[src/rtl/router_port_rx.sv]
// Receive side of one router input port.
// Deserializes the din/frame_n/valid_n serial packet protocol (address,
// pad field, LSB-first payload bytes) into parallel bytes. The bytes are
// queued in a show-ahead FIFO and offered to the switch core on a
// valid/ready stream. busy_n gives the sender flow control.
module router_port_rx #(
    parameter int ADDR_BITS   = 4,
    parameter int PAD_CYCLES  = 5,
    parameter int FIFO_DEPTH  = 16,
    parameter int AFULL_LEVEL = 12
) (
    input  logic                 clk,
    input  logic                 reset,
    input  logic                 din,
    input  logic                 frame_n,
    input  logic                 valid_n,
    output logic                 busy_n,
    output logic                 m_valid,
    input  logic                 m_ready,
    output logic [7:0]           m_data,
    output logic [ADDR_BITS-1:0] m_addr,
    output logic                 m_last,
    output logic                 m_err,
    output logic                 err_o,
    output logic                 ovf_o
);

    localparam int ENTRY_W = 10 + ADDR_BITS;
    localparam int PTR_W   = $clog2(FIFO_DEPTH);
    localparam int CNT_W   = PTR_W + 1;
    localparam int ACNT_W  = $clog2(ADDR_BITS) + 1;
    localparam int PCNT_W  = $clog2(PAD_CYCLES) + 1;

    typedef enum logic [1:0] {S_IDLE, S_ADDR, S_PAD, S_DATA} state_t;

    state_t               r_state;
    logic [ADDR_BITS-1:0] r_addr;
    logic [ACNT_W-1:0]    r_addr_cnt;
    logic [PCNT_W-1:0]    r_pad_cnt;
    logic [2:0]           r_bit_cnt;
    logic [7:0]           r_byte;

    logic [ENTRY_W-1:0]   r_mem [FIFO_DEPTH];
    logic [PTR_W-1:0]     r_wr_ptr;
    logic [PTR_W-1:0]     r_rd_ptr;
    logic [CNT_W-1:0]     r_count;

    logic [ADDR_BITS-1:0] w_addr_shift;
    logic [7:0]           w_byte;
    logic                 w_push;
    logic [ENTRY_W-1:0]   w_entry;
    logic                 w_proto_err;
    logic                 w_pop;
    logic                 w_full;
    logic                 w_fifo_wr;
    logic [CNT_W-1:0]     w_count_next;
    logic [ENTRY_W-1:0]   w_head;

    // Address arrives LSB first: shift each new bit in from the top, so after
    // ADDR_BITS shifts the first bit sits at the LSB.
    assign w_addr_shift = (r_addr >> 1) | (ADDR_BITS'(din) << (ADDR_BITS - 1));

    // Decode of the current serial cycle: merged byte, FIFO push and errors.
    always_comb begin
        // NOTE: every signal gets a default first so no path leaves it unassigned and infers a latch.
        w_byte      = r_byte;
        w_push      = 1'b0;
        w_entry     = '0;
        w_proto_err = 1'b0;
        if (!valid_n) begin
            w_byte[r_bit_cnt] = din;
        end
        unique case (r_state)
            S_ADDR, S_PAD: begin
                w_proto_err = frame_n;
            end
            S_DATA: begin
                if (!valid_n && r_bit_cnt == 3'd7) begin
                    w_push  = 1'b1;
                    w_entry = {1'b0, frame_n, r_addr, w_byte};
                end else if (frame_n) begin
                    // Frame ended on a partial byte or without a qualified bit.
                    w_push      = 1'b1;
                    w_entry     = {1'b1, 1'b1, r_addr, w_byte};
                    w_proto_err = 1'b1;
                end
            end
            default: ;
        endcase
    end

    assign w_pop        = m_valid & m_ready;
    assign w_full       = (r_count == CNT_W'(FIFO_DEPTH));
    assign w_fifo_wr    = w_push & (~w_full | w_pop);
    assign w_count_next = r_count + CNT_W'(w_fifo_wr) - CNT_W'(w_pop);

    // Packet framing FSM with its address, pad and bit counters.
    always_ff @(posedge clk) begin
        // NOTE: sequential state uses non-blocking assignments so every flop samples pre-edge values.
        if (reset) begin
            r_state    <= S_IDLE;
            r_addr     <= '0;
            r_addr_cnt <= '0;
            r_pad_cnt  <= '0;
            r_bit_cnt  <= '0;
            r_byte     <= '0;
            err_o      <= 1'b0;
        end else begin
            err_o <= w_proto_err;
            unique case (r_state)
                S_IDLE: begin
                    if (!frame_n) begin
                        r_addr     <= w_addr_shift;
                        r_addr_cnt <= ACNT_W'(1);
                        r_pad_cnt  <= '0;
                        r_state    <= (ADDR_BITS == 1) ? S_PAD : S_ADDR;
                    end
                end
                S_ADDR: begin
                    if (frame_n) begin
                        r_state <= S_IDLE;
                    end else begin
                        r_addr <= w_addr_shift;
                        if (r_addr_cnt == ACNT_W'(ADDR_BITS - 1)) begin
                            r_pad_cnt <= '0;
                            r_state   <= S_PAD;
                        end else begin
                            r_addr_cnt <= r_addr_cnt + 1'b1;
                        end
                    end
                end
                S_PAD: begin
                    if (frame_n) begin
                        r_state <= S_IDLE;
                    end else if (r_pad_cnt == PCNT_W'(PAD_CYCLES - 1)) begin
                        r_bit_cnt <= '0;
                        r_byte    <= '0;
                        r_state   <= S_DATA;
                    end else begin
                        r_pad_cnt <= r_pad_cnt + 1'b1;
                    end
                end
                S_DATA: begin
                    if (w_push) begin
                        r_bit_cnt <= '0;
                        r_byte    <= '0;
                        if (frame_n) begin
                            r_state <= S_IDLE;
                        end
                    end else if (!valid_n) begin
                        r_byte    <= w_byte;
                        r_bit_cnt <= r_bit_cnt + 1'b1;
                    end
                end
                default: r_state <= S_IDLE;
            endcase
        end
    end

    // FIFO storage; stale contents are harmless because only counted entries are shown.
    always_ff @(posedge clk) begin
        // NOTE: the memory array has no reset; the pointers and count alone define validity.
        if (w_fifo_wr) begin
            r_mem[r_wr_ptr] <= w_entry;
        end
    end

    // FIFO pointers, occupancy, overflow flag and registered busy_n.
    always_ff @(posedge clk) begin
        if (reset) begin
            r_wr_ptr <= '0;
            r_rd_ptr <= '0;
            r_count  <= '0;
            ovf_o    <= 1'b0;
            busy_n   <= 1'b1;
        end else begin
            if (w_fifo_wr) begin
                r_wr_ptr <= r_wr_ptr + 1'b1;
            end
            if (w_pop) begin
                r_rd_ptr <= r_rd_ptr + 1'b1;
            end
            r_count <= w_count_next;
            if (w_push && !w_fifo_wr) begin
                ovf_o <= 1'b1;
            end
            busy_n <= ~(w_count_next >= CNT_W'(AFULL_LEVEL));
        end
    end

    // Show-ahead head entry, forced to zero while the FIFO is empty.
    assign m_valid = (r_count != '0);
    assign w_head  = m_valid ? r_mem[r_rd_ptr] : '0;
    assign m_err   = w_head[ENTRY_W-1];
    assign m_last  = w_head[ENTRY_W-2];
    assign m_addr  = w_head[8 +: ADDR_BITS];
    assign m_data  = w_head[7:0];

endmodule

[config.mk]
export PLATFORM = sky130hd
export DESIGN_NAME = router_port_rx
export DESIGN_NICKNAME = d
export VERILOG_FILES = /design/src/rtl/router_port_rx.sv
export SDC_FILE = /design/constraint.sdc
export NUM_CORES = 1
export LEC_CHECK = 0
export CORE_MARGIN = 2
export CORE_UTILIZATION = 60
export DETAILED_ROUTE_END_ITERATION = 6
export DONT_BUFFER_PORTS = 1
export PLACE_DENSITY = 0.77
export SLEW_MARGIN = 20
export SYNTH_ARGS = -nofsm -noshare
export SYNTH_HDL_FRONTEND = slang
export SYNTH_SLANG_ARGS = --single-unit
[constraint.sdc]
create_clock -name clk -period 4.1 [get_ports clk]
set_input_delay 0.41 -clock clk [delete_from_list [all_inputs] [get_ports clk]]
set_output_delay 0.41 -clock clk [all_outputs]
set_load 0.02 [all_outputs]
# Word-level counts from Yosys, hierarchy flattened
# Memory sizes are Yosys's and may differ from the RTL's. A register that Yosys moved wholly into a read port is not among the register bits.
# Index checks and enable logic that the tools add are counted.
[totals]
mem_bits_rw = 224
register_bits = 40
output_inout_bits = 18
n_memories = 1
wordCells = 111
[memory_table]
columns = ["memory", "depth", "width", "rd", "rd_clocked_by_memory_dff", "wr", "line_no", "rtl"]
rows = [
  ["r_mem", 16, 14, 1, 1, 1, "43", "logic [ENTRY_W-1:0] r_mem [FIFO_DEPTH];"],
]
[classes]
reduce_logical = 17
mux = 45
addsub = 7
bitwise_logic = 7
order_cmp = 3
n_eq_ne = 19
[op_table]
columns = ["cell", "n"]
rows = [
  ["$mux 14", 4],
  ["$mux 8", 5],
  ["$mux 4", 7],
  ["$mux 3", 7],
  ["$ne 2x2->1 const B", 9],
  ["$pmux 8 s2", 1],
  ["$mux 2", 7],
  ["$add 4x1->4 const B", 3],
  ["$pmux 3 s2", 2],
  ["$pmux 4 s3", 1],
  ["$ne 3x3->1 const B", 3],
  ["$bwmux 8", 1],
  ["$pmux 2 s4", 1],
  ["$reduce_and 4->1", 2],
  ["$mux 1", 7],
  ["$add 3x1->3 const B", 2],
  ["$reduce_and 6->1", 1],
  ["$add 5x1->5", 1],
  ["$eq 5x5->1 const B", 1],
  ["$ge 5x4->1 const B", 1],
  ["$reduce_and 5->1", 1],
  ["$reduce_bool 5->1", 1],
  ["$sub 5x1->5", 1],
  ["$eq 2x2->1 const B", 2],
  ["other kinds (19)", 27],
]

# Logic depth before layout (Yosys ltp)
# Gate-level depths: netlist of run 1.
[depth]
ltp_word = 9
ltp_mapped = 14
depth_no_buf = 13

# Worst setup path after synthesis of run 1
# OpenSTA, ideal clock, no wires.
[synth_path]
path_type = "flip-flop to flip-flop"
startpoint = "register r_bit_cnt[0]"
endpoint = "memory r_mem[7][0] (netlist name) (enable)"
arrival_ps = 2595
stages_incl_launch_ff = 7
required_ps = 3679
period_less_slack_ps = 3016
setup_slack_ps = 1084
path_buffers = 1
path_cell_list = "dfxtp_1 -> ha_1 -> ha_1 -> nor2b_1 -> o221ai_2 -> buf_4 -> nor4_1"
[synth_via]
elab_chain_len = 7
[synth_lines]
columns = ["element", "line_no", "rtl"]
rows = [
  ["from (decl)", "40", "logic [2:0] r_bit_cnt;"],
  ["from (signal assigned)", "152", "r_bit_cnt <= r_bit_cnt + 1'b1;"],
  ["$eq 3x3->1", "78", "if (!valid_n && r_bit_cnt == 3'd7) begin"],
  ["$logic_and 1x1->1", "78", ""],
  ["$mux 1", "78", ""],
  ["$mux 1", "73", "unique case (r_state)"],
  ["$and 1x1->1", "94", "assign w_fifo_wr = w_push & (~w_full | w_pop);"],
  ["$mux 1", "163", "if (w_fifo_wr) begin"],
  ["$mux 1 (implied by the code)", "164", "r_mem[r_wr_ptr] <= w_entry;"],
  ["to (decl)", "43", ""],
]
# Every way passes these cells.

# Worst setup path after layout of run 1
[layout_path]
startpoint = "register r_count[3]"
endpoint = "register busy_n"
[layout_via]
elab_chain_len = 8
[layout_lines]
columns = ["element", "line_no", "rtl"]
rows = [
  ["from (decl)", "46", "logic [CNT_W-1:0] r_count;"],
  ["from (signal assigned)", "183", "r_count <= w_count_next;"],
  ["$reduce_bool 5->1 / $eq 5x5->1 (equally long branches)", "192, 93", ""],
  ["$and 1x1->1 / $not 1->1 (equally long branches)", "92, 94", ""],
  ["$or 1x1->1", "94", ""],
  ["$and 1x1->1", "94", ""],
  ["$add 5x1->5", "95", "assign w_count_next = r_count + CNT_W'(w_fifo_wr) - CNT_W'(w_pop);"],
  ["$sub 5x1->5 (*)", "95", ""],
  ["$ge 5x4->1 (*)", "187", "busy_n <= ~(w_count_next >= CNT_W'(AFULL_LEVEL));"],
  ["$not 1->1 (*)", "187", ""],
  ["to (signal assigned)", "187", ""],
  ["to (decl)", "17", "output logic busy_n,"],
]
# Every way passes the cells marked *; elsewhere a longest branch is shown, timed or not.
# A chain may end at the register's enable or synchronous reset.

==> results of run 1 <==
registers in the layout, indices dropped and copies added (netlist names), named ones only:
| register | count |
|---|---|
| r_mem | 224 |
| r_count | 5 |
| r_byte | 8 |
| err_o | 1 |
| r_wr_ptr | 4 |
| busy_n | 1 |
| r_addr_cnt | 3 |
| r_rd_ptr | 4 |
| r_bit_cnt | 3 |
| r_pad_cnt | 4 |
| ovf_o | 1 |
| r_addr | 4 |
| r_state | 2 |
final cells by class:
class,count,area share [%]
multi-input cells,319,26.1
clock buffers,39,6.21
clock inverters,9,0.962
flip-flops and latches,268,62.9
inverters,20,0.621
repair buffers,13,0.786
well taps,229,2.37
cells in the mapped netlist, types with 2 or more instances:
master,number,area [sq um]
edfxtp_1,224,6730
mux4_2,56,1260
dfxtp_1,44,881
nor2_1,33,124
a21oi_1,32,160
mux2i_1,27,270
ha_1,21,263
inv_1,20,75.1
and2_1,16,100
mux2_2,15,169
o21ai_0,15,75.1
clkbuf_1,13,48.8
buf_2,11,55.1
o21ai_1,11,55.1
nand2b_1,9,56.3
nor3_1,9,45.0
o2bb2ai_1,8,70.1
and3_1,7,43.8
nand2_1,7,26.3
nand3_1,7,35.0
xnor2_1,5,43.8
buf_4,4,30.0
a22oi_1,3,22.5
nand4b_1,3,26.3
nor2b_1,3,18.8
nor4_1,3,18.8
or3_1,3,18.8
buf_1,2,7.51
nand3b_1,2,15.0
nand4_1,2,12.5
o211a_1,2,20.0
o31ai_1,2,15.0
xor2_1,2,17.5
power breakdown:
part	switching, mW	internal (mW)
Sequential	0.0421	2.96
Combinational	0.470	0.352
Clock	0.945	1.45
worst max-delay path: cells and delay by family, from the launching register on:
family          cells  cell delay (ns)
compound gates      3             0.75
fa+ha+maj           4             0.80
buf+inv             3             0.22
flops               1             0.33
simple gates        3             1.23
path summary, 6_finish.rpt:
check / start / to / slack, ns
min: reset / r_state[1]$_SDFFE_PP0P_ / 0.06
max reg2reg: r_count[3]$_SDFF_PP0_ / busy_n$_SDFF_PP1_ / 0.67
min reg2reg: r_byte[5]$_SDFFE_PP0P_ / r_byte[5]$_SDFFE_PP0P_ / 0.48
max: r_count[3]$_SDFF_PP0_ / busy_n$_SDFF_PP1_ / 0.67
metal layers:
| metal | routed length, um | global-route usage, % | vias to the layer above |
|---|---|---|---|
| li1 | - | - | 2526 |
| met1 | 8530 | 29.6 | 2902 |
| met2 | 11500 | 40.5 | 221 |
| met3 | 1680 | 5.33 | 49 |
| met4 | 685 | 8.19 | 0 |
| met5 | 0 | 0 | - |
layout by cell type (no fill, tap or decap), types with 8 or more instances in the layout:
cell / Yosys / final
a21oi_1: 32 / 32
and2_1: 16 / 16
buf_4: 4 / 12
clkbuf_1: 13 / 9
clkbuf_16: 0 / 27
dfxtp_1: 44 / 41
edfxtp_1: 224 / 224
ha_1: 21 / 21
inv_1: 20 / 20
mux2_2: 15 / 15
mux2i_1: 27 / 27
mux4_2: 56 / 56
nand2b_1: 9 / 9
nor2_1: 33 / 29
nor3_1: 9 / 9
o21ai_0: 15 / 15
o21ai_1: 11 / 11
o2bb2ai_1: 8 / 8
per-stage QoR:
step / area [sq um] / utilization (%)
after floorplan: 11000 / -
after global placement: 11200 / 62.4
after detailed placement: 11200 / 62.4
after CTS: 12100 / 67.3
after global routing: 12100 / 67.3
final: 12100 / 67.3
logic make-up after synthesis:
group / share of synthesized area (%)
buffers and inverters: 2.21
multiplexers: 15.5
flip-flops: 69.2
adder cells (fa/ha/maj): 2.57
AND/OR/NAND/NOR: 5.47
XOR/XNOR: 0.558
AO/OA/AOI/OAI: 4.48
==> impl_metrics.csv, run 1 <==
group,metric,value,unit
yosys,synth_warnings,0,
critical_path,cp-start-kind,"register",
critical_path,cp.required,4.51,ns
yosys,ys_seq_elements,268,
job,maxCapViolations,0,
floorplan,die_w,139,um
critical_path,crit_type,"reg -> reg",
floorplan,core_area,0.0180,sq mm
placed_design,place_inst,848,
clock_tree,cts_buffer_depth,3,
critical_path,path_cells,"inv_1 > ha_1 > or3b_2 > o221ai_2 > ha_1 > inv_1 > ha_1 > inv_1 > fa_1 > nand2b_1 > a21oi_1 > or4b_2 > o211a_1",
route,dr_total_vias,5698,
yosys,synth_nets,667,
critical_path,endpoint_kind,"register",
yosys,syn_area_per_cell,17.2,sq um
power_and_ir_drop,power.total,6.22,mW
timing,slew_headroom,31.2,%
timing,skew,0.0169,ns
yosys,synth.distinct_cells,51,
yosys,async_flop_share,0,%
route,drtPass1Iterations,5,
clock_tree,post_cts_buffers,0,
cells_and_area,drive_above_1_share,20.2,%
placed_design,portBuffers,0,
cells_and_area,area_growth,10.1,%
clock_tree,cts_tree,"yes",
power_and_ir_drop,ir_drop,0.417,mV
global_routing,grt_max_degree,43,
timing,rsz0062_at_grt,"no",
timing,layout_min_cycle_time,3.43,ns
clock_tree,worstSkewPairLatency,0.52,ns
floorplan,die_area,0.0194,sq mm
clock_tree,cts_resized,0,
critical_path,crit_arrival,3.83,ns
timing,worst_slew_pin_slew,1.03,ns
timing,setup_viol,0,
route,drt-total-wl,22400,um
route,vias_per_cell,6.35,
power_and_ir_drop,p_leak,4.19,nW
placed_design,finalWeightedCongestion,0.822,
yosys,synth-edff-count,224,
yosys,ys.flop_type,"edfxtp_1",
critical_path,slowest_stage,"or4b_2",
clock_tree,cts_hold_buf,1,
route,wire_per_inst,24.9,um
global_routing,grt_pass1_vias,5942,
clock_tree,clock_sinks,268,
global_routing,grtUsageTotal,23.5,%
worst_hold_path,hp-class,"in -> reg",
yosys,synth_area,0.0110,sq mm
floorplan,ios,24,
floorplan,start_util,61.2,%
power_and_ir_drop,p_per_area,514,mW/mm^2
timing,fin_crit_sh,83.6,%
cells_and_area,fin_cells,897,
cells_and_area,seq_area,0.00761,sq mm
clock_tree,numCtsBuffers,26,
cells_and_area,nNetsFinal,676,
route,first_iter_violations,557,
cells_and_area,multi_input_area,0.00316,sq mm
route,ant_nets,0,
outcome,outcome,"completed",
clock_tree,clk_pin_slew,0.06,ns
timing,hold_slack,0.0613,ns
critical_path,cp_max_fo,13,
timing,hold_viol,0,
timing,setup_tns,0,ns
global_routing,antenna_found_initial,0,
yosys,postSynthCellCount,639,
global_routing,gr-total-overflow,0,
critical_path,cp_slowest_stage_delay,0.63,ns
clock_tree,htreeDepth,1,
clock_tree,root_buffer,"clkbuf_16",
timing,max_freq,292,MHz
floorplan,rows,49,
route,drc,0,
yosys,yosysSeqAreaShare,69.2,%
cells_and_area,n_antenna_cell,0,
global_routing,grt_pass1_wl,34400,um
floorplan,die-height,139,um
worst_hold_path,holdPathStages,1,
timing,fin_ws,0.670,ns
cells_and_area,fillers,1142,
timing,final_max_slew_viol_count,0,
placed_design,pre_cts_ws,0.672,ns
placed_design,post-dp-hpwl,13500,um
critical_path,reg2regPathDepth,13,
(Power assumes the default switching activity.)
==> run 2, diff against run 1 <==
clock period = 3.2 ns   (was 4.1 ns; I/O delays follow)
==> run 2 against run 1 <==
  * Core utilization grew 1.8 points
  * Highest routed layer unchanged
  * Largest power group unchanged
  * Setup slack lost 0.45 ns
  * Critical path depth is the same
  * Critical path type unchanged
  * Global-route usage grew 1.0 points
  * Via count grew 4.2%
==> impl_metrics.csv, run 2 (synthesized netlist as in run 1, its figures left out) <==
group,metric,value,unit
outcome,outcome,"completed",
job,maxCapViolations,0,
route,first_iter_violations,596,
clock_tree,post_cts_buffers,0,
clock_tree,clock_sinks,268,
route,dr_total_vias,5935,
critical_path,crit_family,"simple AND/OR/NAND/NOR gates",
critical_path,crit_arrival,3.41,ns
critical_path,cp_slowest_stage_delay,0.49,ns
placed_design,post-dp-hpwl,13900,um
floorplan,core_area,0.0180,sq mm
cells_and_area,drive_above_1_share,23.9,%
timing,final_max_slew_viol_count,0,
cells_and_area,n_antenna_cell,0,
timing,worst_slew_pin_slew,1.05,ns
global_routing,antenna_found_initial,0,
worst_hold_path,holdPathStages,2,
route,drt-total-wl,23200,um
critical_path,r2r-start,"r_count[3]$_SDFF_PP0_",
critical_path,cp_max_fo,4,
clock_tree,worstSkewPairLatency,0.55,ns
cells_and_area,layout_common_cells,"224 x edfxtp_1, 56 x mux4_2, 41 x dfxtp_1, 34 x buf_4, 33 x nor2_1",
cells_and_area,top_register,"r_mem",
power_and_ir_drop,p_per_area,664,mW/mm^2
timing,hold_slack,0.0179,ns
cells_and_area,biggestRegsByFlops,"r_mem x224, r_byte x8, r_count x5",
clock_tree,root_buffer,"clkbuf_16",
critical_path,cp.required,3.63,ns
placed_design,place_inst,874,
critical_path,cp-start-kind,"register",
floorplan,die-height,139,um
floorplan,ios,24,
cells_and_area,multi_input_area,0.00316,sq mm
critical_path,r2r_end,"busy_n$_SDFF_PP1_",
global_routing,gr-total-overflow,0,
critical_path,startpoint,"r_count[3]$_SDFF_PP0_",
clock_tree,htreeDepth,1,
timing,layout_min_cycle_time,2.98,ns
cells_and_area,final_area,0.0124,sq mm
global_routing,grt_pass1_vias,6165,
timing,setup_viol,0,
critical_path,path_common_cell,"inv_1",
floorplan,rows,49,
power_and_ir_drop,p_leak,4.34,nW
clock_tree,clk_pin_slew,0.06,ns
timing,setup_tns,0,ns
worst_hold_path,hold_end,"r_byte[1]$_SDFFE_PP0P_",
global_routing,grt_util_met3,3.75,%
critical_path,cp_num_buf_inv,3,
route,drc,0,
placed_design,finalWeightedCongestion,0.784,
global_routing,grtUsageTotal,24.5,%
placed_design,post_dp_cell_area,0.0115,sq mm
cells_and_area,area_growth,13.1,%
worst_hold_path,holdCritStartpoint,"din",
floorplan,start_util,61.2,%
cells_and_area,nNetsFinal,706,
floorplan,die_w,139,um
global_routing,top_usage_layer,"met2",
timing,hold_viol,0,
timing,max_freq,336,MHz
clock_tree,cts_tree,"yes",
global_routing,grt_pass1_wl,36100,um
global_routing,gr-usage-met1,35.2,%
cells_and_area,largest_reg_flops,224,
route,vias_per_cell,6.40,
cells_and_area,seq_area,0.00761,sq mm
power_and_ir_drop,ir_drop,0.611,mV
critical_path,path_cells,"inv_1 > ha_2 > or4b_4 > and2_4 > ha_1 > inv_1 > ha_1 > inv_1 > fa_2 > nand2b_1 > a21oi_1 > or4b_4 > o211a_1",
cells_and_area,fillers,1115,
timing,slew_headroom,29.5,%
route,ant_nets,0,
timing,fin_crit_sh,93.0,%
route,drtPass1Iterations,5,
cells_and_area,fin_cells,927,
critical_path,worst-r2r-setup-slack,0.22,ns
clock_tree,cts_buffer_depth,3,
placed_design,portBuffers,0,
critical_path,reg2regPathDepth,13,
global_routing,grt_max_degree,43,
critical_path,crit_type,"reg -> reg",
cells_and_area,final_common_cell,"edfxtp_1",
critical_path,endpoint_kind,"register",
timing,skew,0.0217,ns
critical_path,slowest_stage,"or4b_4",
global_routing,use_met2,40.0,%
timing,rsz0062_at_grt,"no",
route,wire_per_inst,25.1,um
worst_hold_path,hp-class,"in -> reg",
floorplan,die_area,0.0194,sq mm
clock_tree,numCtsBuffers,27,
==> run 2: changes by cell type in the layout (fill, tap and decap cells not counted), sizes merged <==
cell         previous run  this run
buf                    13        39
bufinv                  3         4
clkbuf                 39        32
clkinv                  6         9
clkinvlp                0         3
dlygate4sd3             0         3
inv                    20        21
==> run 2: routing by layer <==
| metal | vias up | wire length, um |
|---|---|---|
| li1 | 2599 | - |
| met1 | 3049 | 9500 |
| met2 | 242 | 11600 |
| met3 | 45 | 1520 |
| met4 | 0 | 631 |
| met5 | - | 0 |
==> run 2: worst reg2reg max path, stage by stage (launching register included) <==
cell      delay, ns
dfxtp_1        0.32
inv_1          0.09
ha_2           0.19
or4b_4         0.47
and2_4         0.19
ha_1           0.28
inv_1          0.04
ha_1           0.18
inv_1          0.07
fa_2           0.21
nand2b_1       0.12
a21oi_1        0.08
or4b_4         0.49
o211a_1        0.12
==> run 2: layout make-up <==
type | instances | area share (%)
flip-flops and latches | 268 | 61.3
multi-input cells | 319 | 25.5
clock buffers | 32 | 5.67
repair buffers | 42 | 2.98
well taps | 229 | 2.31
clock inverters | 17 | 1.71
inverters | 20 | 0.604
==> run 2: worst max-delay path by stage <==
stage                                        to  slack, ns  cells past startpoint
after detailed placement      busy_n$_SDFF_PP1_        0.1                     13
after CTS                     busy_n$_SDFF_PP1_       0.09                     13
after global routing          busy_n$_SDFF_PP1_       0.02                     13
after global placement        busy_n$_SDFF_PP1_       0.28                     13
final                         busy_n$_SDFF_PP1_       0.22                     13
after floorplan           r_mem[7][0]$_DFFE_PP_       0.18                      6
==> run 2: per-stage QoR <==
step / worst slack, ns / power, mW / utilization (%)
2_1_floorplan: 0.184 / 4.83 / -
3_3_place_gp: 0.279 / 5.02 / 63.8
3_5_place_dp: 0.0953 / 5.10 / 63.8
4_1_cts: 0.0856 / 8.29 / 69.1
5_1_grt: 0.0226 / 8.55 / 69.2
6_report: 0.223 / 8.25 / 69.2
==> run 2: what timing repair did <==
item	CTS	global route
hold endpoints to repair	39	0
hold buffers	4	0
resized for setup	0	4
setup endpoints to repair	0	2
==> run 2: where the power goes <==
part	switching [mW]	internal, mW
clock	1.30	1.91
combinational	0.606	0.538
sequential	0.114	3.79
total	2.02	6.24
==> run 3, diff against run 2 <==
clock period = 3.8 ns   (was 3.2 ns; I/O delays follow)
==> run 3 against run 2 <==
  * Combinational power fell by 26%
  * Register-to-register slack improved by 0.17 ns
  * First-iteration DRC count grew 5.0%
  * Global-route usage is 1.2 points lower
  * Wire length is 4.6% lower
  * Core utilization is 1.4 points lower
  * Clock power fell by 21%
  * Sequential power down 15%
  * Critical path type unchanged
==> impl_metrics.csv, run 3 (synthesized netlist as in run 1, its figures left out) <==
group,metric,value,unit
outcome,outcome,"completed",
placed_design,post_dp_cell_area,0.0113,sq mm
floorplan,die_w,139,um
clock_tree,cts_buffer_depth,3,
power_and_ir_drop,power.total,6.71,mW
critical_path,crit_arrival,3.82,ns
critical_path,endpoint_kind,"register",
timing,skew,0.0133,ns
cells_and_area,drive_above_1_share,21.9,%
floorplan,core_area,0.0180,sq mm
global_routing,grtUsageTotal,23.3,%
clock_tree,clock_sinks,268,
global_routing,gr-total-overflow,0,
route,first_iter_violations,626,
timing,max_freq,293,MHz
timing,setup_viol,0,
cells_and_area,post-route-util,67.8,%
global_routing,grt_pass1_wl,34400,um
cells_and_area,biggestRegsByFlops,"r_mem x224, r_byte x8, r_count x5",
global_routing,grt_pass1_vias,6009,
job,maxCapViolations,0,
route,drt-total-wl,22200,um
cells_and_area,layout_common_cells,"224 x edfxtp_1, 56 x mux4_2, 41 x dfxtp_1, 32 x a21oi_1, 30 x nor2_1",
route,dr_total_vias,5747,
clock_tree,htreeDepth,1,
placed_design,post-dp-hpwl,13700,um
cells_and_area,largest_reg_flops,224,
route,drc,0,
global_routing,antenna_found_initial,0,
route,ant_nets,0,
floorplan,rows,49,
cells_and_area,seq_area,0.00761,sq mm
cells_and_area,n_antenna_cell,0,
global_routing,grt_util_met3,3.99,%
timing,slew_headroom,28.9,%
timing,setup_tns,0,ns
clock_tree,clk_pin_slew,0.06,ns
critical_path,crit_type,"reg -> reg",
floorplan,die_area,0.0194,sq mm
global_routing,use_met2,39.8,%
route,drtPass1Iterations,5,
timing,final_max_slew_viol_count,0,
route,wire_per_inst,24.5,um
critical_path,slowest_stage,"or4b_2",
clock_tree,cts_tree,"yes",
placed_design,portBuffers,0,
critical_path,cp_max_fo,13,
cells_and_area,final_area,0.0122,sq mm
timing,fin_crit_sh,89.8,%
power_and_ir_drop,p_per_area,551,mW/mm^2
critical_path,cp-start-kind,"register",
cells_and_area,fillers,1155,
critical_path,cp_slowest_stage_delay,0.62,ns
global_routing,top_usage_layer,"met2",
clock_tree,post_cts_buffers,0,
timing,hold_viol,0,
clock_tree,root_buffer,"clkbuf_16",
placed_design,finalWeightedCongestion,0.823,
floorplan,die-height,139,um
global_routing,grt_max_degree,35,
power_and_ir_drop,p_leak,4.25,nW
clock_tree,numCtsBuffers,27,
timing,layout_min_cycle_time,3.41,ns
floorplan,start_util,61.2,%
cells_and_area,area_growth,10.8,%
critical_path,path_cells,"inv_1 > ha_1 > or3b_2 > o221ai_2 > ha_1 > inv_1 > ha_1 > inv_1 > fa_1 > nand2b_1 > a21oi_1 > or4b_2 > o211a_1",
cells_and_area,top_register,"r_mem",
floorplan,ios,24,
timing,worst_slew_pin_slew,1.06,ns
route,vias_per_cell,6.34,
cells_and_area,nNetsFinal,685,
global_routing,gr-usage-met1,32.0,%
timing,rsz0062_at_grt,"no",
cells_and_area,multi_input_area,0.00316,sq mm
cells_and_area,final_common_cell,"edfxtp_1",
power_and_ir_drop,ir_drop,0.369,mV
critical_path,cp.required,4.21,ns
worst_hold_path,hp-class,"in -> reg",
clock_tree,worstSkewPairLatency,0.53,ns
run 3: cell types whose count changed in the layout (fill, tap and decap cells not counted), moves of 2 or more:
| cell | before | now |
|---|---|---|
| buf_4 | 34 | 18 |
| clkinv_2 | 5 | 9 |
| clkinv_1 | 2 | 5 |
| clkinvlp_4 | 3 | 0 |
| dlygate4sd3_1 | 3 | 0 |
| nor2_1 | 33 | 30 |
| nor2_2 | 0 | 3 |
| buf_12 | 4 | 2 |
| bufinv_16 | 4 | 2 |
| clkbuf_1 | 4 | 2 |
| or4b_4 | 2 | 0 |
run 3: timing repair:
action | 4_1_cts | 5_1_grt
hold endpoints to repair | 32 | 0
resized for setup | 0 | 0
hold buffers | 1 | 0
run 3: stage by stage:
stage / std cells / hold WS, ns / worst slack [ns]
2_1_floorplan: 639 / 0.432 / 0.784
3_3_place_gp: 856 / 0.445 / 0.525
3_5_place_dp: 856 / 0.451 / 0.396
4_1_cts: 906 / 0.00453 / 0.381
5_1_grt: 906 / 0.0248 / 0.157
6_report: 906 / 0.0171 / 0.389
run 3: layer usage:
| layer | routed length (um) | part of all wire [%] |
|---|---|---|
| met1 | 8950 | 40 |
| met5 | 0 | 0 |
| met3 | 1470 | 6.6 |
| met2 | 11300 | 51 |
| met4 | 448 | 2.0 |
run 3: final cells by class:
class	count	area share (%)
repair buffers	21	1.48
multi-input cells	319	25.9
clock buffers	31	5.93
well taps	229	2.35
inverters	20	0.617
flip-flops and latches	268	62.5
clock inverters	18	1.16
run 3: path summary, 6_finish.rpt:
| kind | slack [ns] | from | depth (start not counted) | endpoint |
|---|---|---|---|---|
| setup / recovery | 0.39 | r_count[3]$_SDFF_PP0_ | 13 | busy_n$_SDFF_PP1_ |
| hold / removal | 0.02 | din | 2 | r_addr[3]$_SDFFE_PP0P_ |
| setup reg to reg | 0.39 | r_count[3]$_SDFF_PP0_ | 13 | busy_n$_SDFF_PP1_ |
| hold reg to reg | 0.47 | r_byte[7]$_SDFFE_PP0P_ | 1 | r_byte[7]$_SDFFE_PP0P_ |
run 3: power breakdown:
| part | leakage (nW) | internal (mW) | switching, mW |
|---|---|---|---|
| Combinational | 1.15 | 0.402 | 0.446 |
| Clock | 0.435 | 1.49 | 1.05 |
| Sequential | 2.66 | 3.19 | 0.127 |
| Total | 4.25 | 5.09 | 1.62 |
run 3: critical path, delay by kind of cell, from the launching register on:
kind,cells,cell delay [ns]
simple gates,3,1.22
compound gates,3,0.78
fa+ha+maj,4,0.77
flops,1,0.32
buf+inv,3,0.19
